<file path="src/rtl/mdu_pkg.sv">
// Shared definitions for the iterative multiply/divide unit: op encodings,
// FSM state type and the divide-by-zero quotient value.
package mdu_pkg;

  localparam logic [2:0] MDU_MULT  = 3'b000;
  localparam logic [2:0] MDU_MULTU = 3'b001;
  localparam logic [2:0] MDU_DIV   = 3'b010;
  localparam logic [2:0] MDU_DIVU  = 3'b011;
  localparam logic [2:0] MDU_MTHI  = 3'b100;
  localparam logic [2:0] MDU_MTLO  = 3'b101;

  typedef enum logic [1:0] {
    StIdle,
    StCalc,
    StFix
  } mdu_state_e;

  localparam logic [31:0] MDU_DIV0_LO = 32'hFFFF_FFFF;

endpackage

</file>
<file path="src/rtl/mdu_div_step.sv">
// One restoring-division step: shift in the next dividend bit, trial-subtract
// the divisor and keep the difference only when it does not borrow.
module mdu_div_step #(
  parameter int unsigned WIDTH = 32
) (
  input  logic [WIDTH-1:0] rem,
  input  logic             in_bit,
  input  logic [WIDTH-1:0] divisor,
  output logic [WIDTH-1:0] rem_next,
  output logic             q_bit
);

  logic [WIDTH:0] partial;
  logic [WIDTH:0] diff;

  always_comb begin
    partial  = {rem, in_bit};
    diff     = partial - {1'b0, divisor};
    // rem < divisor keeps partial below 2*divisor, so diff's top bit is the borrow
    q_bit    = ~diff[WIDTH];
    rem_next = q_bit ? diff[WIDTH-1:0] : partial[WIDTH-1:0];
  end

endmodule

</file>
<file path="src/rtl/mdu_iter.sv">
// Iterative MIPS multiply/divide unit owning HI/LO. Define MDU_EARLY_TERM_EN to
// let multiplies leave CALC as soon as the remaining multiplier bits are zero.
module mdu_iter
  import mdu_pkg::*;
#(
  parameter int unsigned WIDTH = 32,
  parameter int unsigned CNT_W = 5
) (
  input  logic             clk,
  input  logic             rst,
  input  logic             start,
  input  logic [2:0]       op,
  input  logic [WIDTH-1:0] a,
  input  logic [WIDTH-1:0] b,
  input  logic             flush,
  output logic             busy,
  output logic             done,
  output logic [WIDTH-1:0] hi,
  output logic [WIDTH-1:0] lo
);

  mdu_state_e state_q, state_d;
  logic [CNT_W-1:0]   cnt_q, cnt_d;
  logic [2*WIDTH-1:0] prod_q, prod_d;
  logic [WIDTH-1:0]   opnd_q, opnd_d;
  logic [WIDTH-1:0]   hi_q, hi_d, lo_q, lo_d;
  logic               is_div_q, is_div_d;
  logic               neg_q, neg_d;
  logic               rneg_q, rneg_d;
  logic               dz_q, dz_d;
  logic               done_q, done_d;

  logic               signed_op, a_neg, b_neg;
  logic [WIDTH-1:0]   a_mag, b_mag;
  logic [WIDTH:0]     mul_sum;
  logic [2*WIDTH-1:0] mul_next, div_next, prod_neg;
  logic [WIDTH-1:0]   div_rem, quo_res, rem_res;
  logic               div_qbit;
`ifdef MDU_EARLY_TERM_EN
  logic [CNT_W-1:0]   left_q;
  logic               mul_early;
`endif

  assign signed_op = ~op[0];
  assign a_neg     = signed_op & a[WIDTH-1];
  assign b_neg     = signed_op & b[WIDTH-1];
  assign a_mag     = a_neg ? -a : a;
  assign b_mag     = b_neg ? -b : b;

  // Shift-add step: low half holds the unprocessed multiplier bits.
  assign mul_sum  = {1'b0, prod_q[2*WIDTH-1:WIDTH]} + (prod_q[0] ? {1'b0, opnd_q} : '0);
  assign mul_next = {mul_sum, prod_q[WIDTH-1:1]};

  mdu_div_step #(
    .WIDTH (WIDTH)
  ) u_div_step (
    .rem      (prod_q[2*WIDTH-1:WIDTH]),
    .in_bit   (prod_q[WIDTH-1]),
    .divisor  (opnd_q),
    .rem_next (div_rem),
    .q_bit    (div_qbit)
  );
  assign div_next = {div_rem, prod_q[WIDTH-2:0], div_qbit};

`ifdef MDU_EARLY_TERM_EN
  assign left_q    = CNT_W'(WIDTH - 1) - cnt_q;
  assign mul_early = (mul_next[WIDTH-1:0] & ~({WIDTH{1'b1}} << left_q)) == '0;
`endif

  // With a zero divisor every step subtracts nothing, so the remainder half ends
  // up holding |a| and the remainder sign rule restores the raw dividend.
  assign prod_neg = -prod_q;
  assign quo_res  = dz_q ? WIDTH'(MDU_DIV0_LO) :
                    (neg_q ? -prod_q[WIDTH-1:0] : prod_q[WIDTH-1:0]);
  assign rem_res  = rneg_q ? -prod_q[2*WIDTH-1:WIDTH] : prod_q[2*WIDTH-1:WIDTH];

  always_comb begin
    state_d  = state_q;
    cnt_d    = cnt_q;
    prod_d   = prod_q;
    opnd_d   = opnd_q;
    hi_d     = hi_q;
    lo_d     = lo_q;
    is_div_d = is_div_q;
    neg_d    = neg_q;
    rneg_d   = rneg_q;
    dz_d     = dz_q;
    done_d   = 1'b0;

    unique case (state_q)
      StIdle: begin
        if (start && !flush) begin
          if (op == MDU_MTHI) begin
            hi_d = a;
          end else if (op == MDU_MTLO) begin
            lo_d = a;
          end else if (!op[2]) begin
            is_div_d = op[1];
            neg_d    = a_neg ^ b_neg;
            rneg_d   = a_neg;
            dz_d     = (b == '0);
            opnd_d   = op[1] ? b_mag : a_mag;
            prod_d   = {{WIDTH{1'b0}}, (op[1] ? a_mag : b_mag)};
            cnt_d    = '0;
            state_d  = StCalc;
          end
        end
      end
      StCalc: begin
        if (flush) begin
          state_d = StIdle;
        end else begin
          prod_d = is_div_q ? div_next : mul_next;
          cnt_d  = cnt_q + 1'b1;
          if (cnt_q == CNT_W'(WIDTH - 1)) begin
            state_d = StFix;
`ifdef MDU_EARLY_TERM_EN
          end else if (!is_div_q && mul_early) begin
            prod_d  = mul_next >> left_q;
            state_d = StFix;
`endif
          end
        end
      end
      StFix: begin
        state_d = StIdle;
        if (!flush) begin
          done_d = 1'b1;
          if (is_div_q) begin
            hi_d = rem_res;
            lo_d = quo_res;
          end else begin
            {hi_d, lo_d} = neg_q ? prod_neg : prod_q;
          end
        end
      end
      default: state_d = StIdle;
    endcase
  end

  always_ff @(posedge clk) begin
    if (rst) begin
      state_q  <= StIdle;
      cnt_q    <= '0;
      prod_q   <= '0;
      opnd_q   <= '0;
      hi_q     <= '0;
      lo_q     <= '0;
      is_div_q <= 1'b0;
      neg_q    <= 1'b0;
      rneg_q   <= 1'b0;
      dz_q     <= 1'b0;
      done_q   <= 1'b0;
    end else begin
      state_q  <= state_d;
      cnt_q    <= cnt_d;
      prod_q   <= prod_d;
      opnd_q   <= opnd_d;
      hi_q     <= hi_d;
      lo_q     <= lo_d;
      is_div_q <= is_div_d;
      neg_q    <= neg_d;
      rneg_q   <= rneg_d;
      dz_q     <= dz_d;
      done_q   <= done_d;
    end
  end

  assign busy = (state_q != StIdle);
  assign done = done_q;
  assign hi   = hi_q;
  assign lo   = lo_q;

endmodule

</file>
<file path="config.mk">
export PLATFORM = sky130hd
export DESIGN_NAME = mdu_iter
export DESIGN_NICKNAME = d
export VERILOG_FILES = /design/src/rtl/mdu_pkg.sv /design/src/rtl/mdu_div_step.sv /design/src/rtl/mdu_iter.sv
export SDC_FILE = /design/constraint.sdc
export NUM_CORES = 1
export LEC_CHECK = 0
export BUFFER_PORTS_ARGS = -buffer_cell sky130_fd_sc_hd__buf_4
export CAP_MARGIN = 20
export CORE_UTILIZATION = 40
export CTS_BUF_LIST = sky130_fd_sc_hd__clkbuf_4
export DETAILED_ROUTE_END_ITERATION = 16
export SYNTH_ARGS = -nofsm -noshare
export SYNTH_HDL_FRONTEND = slang
export SYNTH_SLANG_ARGS = --single-unit
</file>
<file path="constraint.sdc">
create_clock -name clk -period 4 [get_ports clk]
set_input_delay 0.6 -clock clk [delete_from_list [all_inputs] [get_ports clk]]
set_output_delay 0.6 -clock clk [all_outputs]
set_load 0.05 [all_outputs]
</file>
==> flow_metrics.py <==
metrics = {
    "status": {
        "outcome": "completed",
    },
    "placed_design": {
        "gp_congestion": 0.9638,
        "io_buffers": 136,
        "dpl_worst_slack_ns": 0.1679,
        "hpwlAfterDp_um": 42360,
    },
    "global_route": {
        "grt_max_degree": 62,
        "overflow": 0,
        "antenna_found_initial": 2,
        "grt_util_all_layers_pct": 29.90,
        "grt_pass1_wl_um": 82610,
        "grt_pass1_vias": 13630,
    },
    "sta": {
        "tightestPinTransition_ns": 1.115,
        "finalCritPeriodShare_pct": 95.82,
        "worst_slack_ns": 0.1670,
        "min_period_ns": 3.833,
        "tns_ns": 0,
        "rsz0062_at_grt": "false",
        "slew-limit-headroom_pct": 25.65,
        "hold-worst-slack_ns": 0.2904,
        "fin_skew_ns": 0.04269,
        "fmax_ghz": 0.2609,
        "slew_viol_final": 0,
        "final-hold-violation-count": 0,
        "finalSetupViolCount": 0,
    },
    "power_and_ir_drop": {
        "peakVddDrop_mv": 0.1525,
        "p_int_mw": 2.537,
        "p_clk_share_pct": 27.2,
        "seqPwrFrac_pct": 43.4,
        "switching_power_mw": 1.682,
        "p_sw_share_pct": 39.87,
        "power_density_mw_per_mm2": 261.0,
        "p_total_mw": 4.219,
        "combPwrFrac_pct": 29.4,
        "power_leakage_nw": 6.479,
    },
    "clocking": {
        "cts_tree": "built",
        "insertion_delay_ns": 0.64,
        "cts_hold_buf": 0,
        "cts-resized-gates": 0,
        "post-cts-setup-buffers": 0,
        "clk_pin_slew_ns": 0.20,
        "clock_path_buffers": 2,
        "cts_sinks": 172,
        "cts-root-buf": "clkbuf_4",
        "htreeDepth": 4,
        "numCtsBuffers": 17,
    },
    "detailed_routing": {
        "num_vias": 15180,
        "postRouteAntennaNets": 0,
        "wl_per_cell_um": 22.31,
        "drcViolationCount": 0,
        "routed_wl_um": 55390,
        "firstDrtPassIters": 6,
        "viasPerCell": 6.112,
        "drt_iter0_markers": 1825,
    },
    "synth": {
        "async_flop_share_pct": 0,
        "synth-edff-count": 0,
        "ys_warn_count": 0,
        "synthesis.area_mm2": 0.01423,
        "ys_ff_latch": 172,
        "ys_seq_area_share_pct": 24.19,
        "postSynthAreaPerCell_um2": 7.402,
        "synthesis.nets": 2066,
        "synth_top_area_share_pct": 24.19,
        "synth_area_leader_cell": "dfxtp_1",
        "synth.area.top_cells": "dfxtp_1 24%, xnor2_1 6.2%, a21oi_1 6.2%",
        "synthDistinctLibCells": 73,
        "post_synth_inst_count": 1923,
        "synthFlopType": "dfxtp_1",
    },
    "critical_path": {
        "crit_type": "reg -> reg",
        "path_max_fanout": 25,
        "critPathArrivalTime_ns": 4.35,
        "required_ns": 4.51,
        "end_kind": "flip-flop",
        "critPathLaunchType": "flip-flop",
    },
    "final_layout": {
        "multi_input_area_mm2": 0.01015,
        "area_growth_pct": 13.55,
        "fillCellCount": 3556,
        "nNetsFinal": 2156,
        "drive_gt1_share_pct": 12.73,
        "ff_latch_area_mm2": 0.003445,
    },
    "floorplan": {
        "dieArea_mm2": 0.03635,
        "num_io_pins": 137,
        "initial_utilization_pct": 40.91,
        "rows": 68,
        "fp.dieW_um": 190.6,
        "die-height_um": 190.6,
        "core_area_mm2": 0.03480,
    },
    "hold_path": {
        "hp-class": "in -> reg",
    },
    "job": {
        "max_cap_violations": 0,
    },
}
-- per-stage QoR --
stage / utilization, % / instance area, um2 / std cells
2_1_floorplan: - / 14230 / 1923
3_3_place_gp: 45.50 / 15830 / 2449
3_5_place_dp: 45.50 / 15830 / 2449
4_1_cts: 46.44 / 16160 / 2481
5_1_grt: 46.45 / 16160 / 2483
6_report: 46.45 / 16160 / 2483
-- layout by cell type, fill, tap and decap left out, drive strengths merged, types with 44 or more instances in the layout --
master / instances
nor2: 231
buf: 190
nand2: 176
a21oi: 176
dfxtp: 172
o21ai: 148
xnor2: 101
mux2i: 82
xor2: 74
ha: 70
inv: 62
nor3: 50
o211ai: 44
-- path summary, 6_finish.rpt --
kind	to	cells after the start	slack (ns)	start
setup / recovery	prod_q[58]$_SDFFE_PP0P_	13	0.17	prod_q[0]$_SDFFE_PP0P_
hold / removal	hi[8]$_SDFFE_PP0P_	3	0.29	a[8]
setup reg to reg	prod_q[58]$_SDFFE_PP0P_	13	0.17	prod_q[0]$_SDFFE_PP0P_
hold reg to reg	opnd_q[2]$_SDFFE_PP0P_	2	0.47	opnd_q[2]$_SDFFE_PP0P_
-- kinds of logic after synthesis --
logic type	Yosys count	share of synthesized area, %
compound gates	615	27.67
simple gates	629	20.36
xor+xnor	175	10.77
mux	83	5.845
flops	172	24.19
buf+inv	177	4.738
fa+ha+maj	72	6.434
-- critical path: stages, from the launching register on --
cell and delay, ns:
dfxtp_1 0.42, inv_1 0.31, buf_12 0.23, nor2_1 0.06, ha_1 0.22, a211oi_1 0.38, nor3_1 0.09, a211oi_1 0.42
a31oi_1 0.21, o21ai_0 0.48, a21oi_1 0.21, or3_1 0.35, a32oi_1 0.22, o21ai_0 0.11
-- per-layer routing --
layer  up-vias  GRT usage (%)  share of wire (%)
li1       7162              -                  -
met1      7189          42.41                 45
met2       736          45.40                 43
met3        88          4.987                8.7
met4         0          10.03                3.0
met5         -              0                  0
-- final cells by class --
| class | instances | area share [%] |
|---|---|---|
| Sequential cell | 172 | 21.31 |
| Antenna cell | 2 | 0.03096 |
| Multi-Input combinational cell | 1574 | 62.80 |
| Inverter | 58 | 1.347 |
| Clock buffer | 17 | 0.7895 |
| Tap cell | 455 | 3.522 |
| Clock inverter | 15 | 1.223 |
| Timing Repair Buffer | 190 | 8.979 |
-- cell usage after synthesis (all sizes together), types with 4 or more instances --
library cell  number
a2111oi            6
a211o              4
a211oi            42
a21o              41
a21oi            176
a22oi             17
a311oi            12
a31oi             20
a32oi              5
and2               9
and3              10
buf               18
clkbuf           101
dfxtp            172
ha                70
inv               57
mux2i             82
nand2            176
nand2b            20
nand3             26
nand4             13
nor2             231
nor2b             16
nor3              50
nor4              14
o211ai            44
o21a              12
o21ai            148
o221ai            25
o31ai             24
o41ai             12
or2               10
or3               27
or4               12
xnor2            101
xor2              74
-- power groups by stage --
stage               Sequential (mW)  Clock [mW]  Combinational, mW
floorplan                      1.86           0              0.772
global placement               1.86           0               1.21
detailed placement             1.87           0               1.21
CTS                            1.83        1.16               1.22
global route                   1.84        1.21               1.33
finish                         1.83        1.15               1.24
-- registers in the layout, indices dropped and copies added, names as in the netlist --
name      flops
hi           32
opnd_q       32
is_div_q      1
cnt_q         5
prod_q       64
dz_q          1
rneg_q        1
neg_q         1
state_q       2
lo           32
done          1
Power figures use the tool's default switching activity.
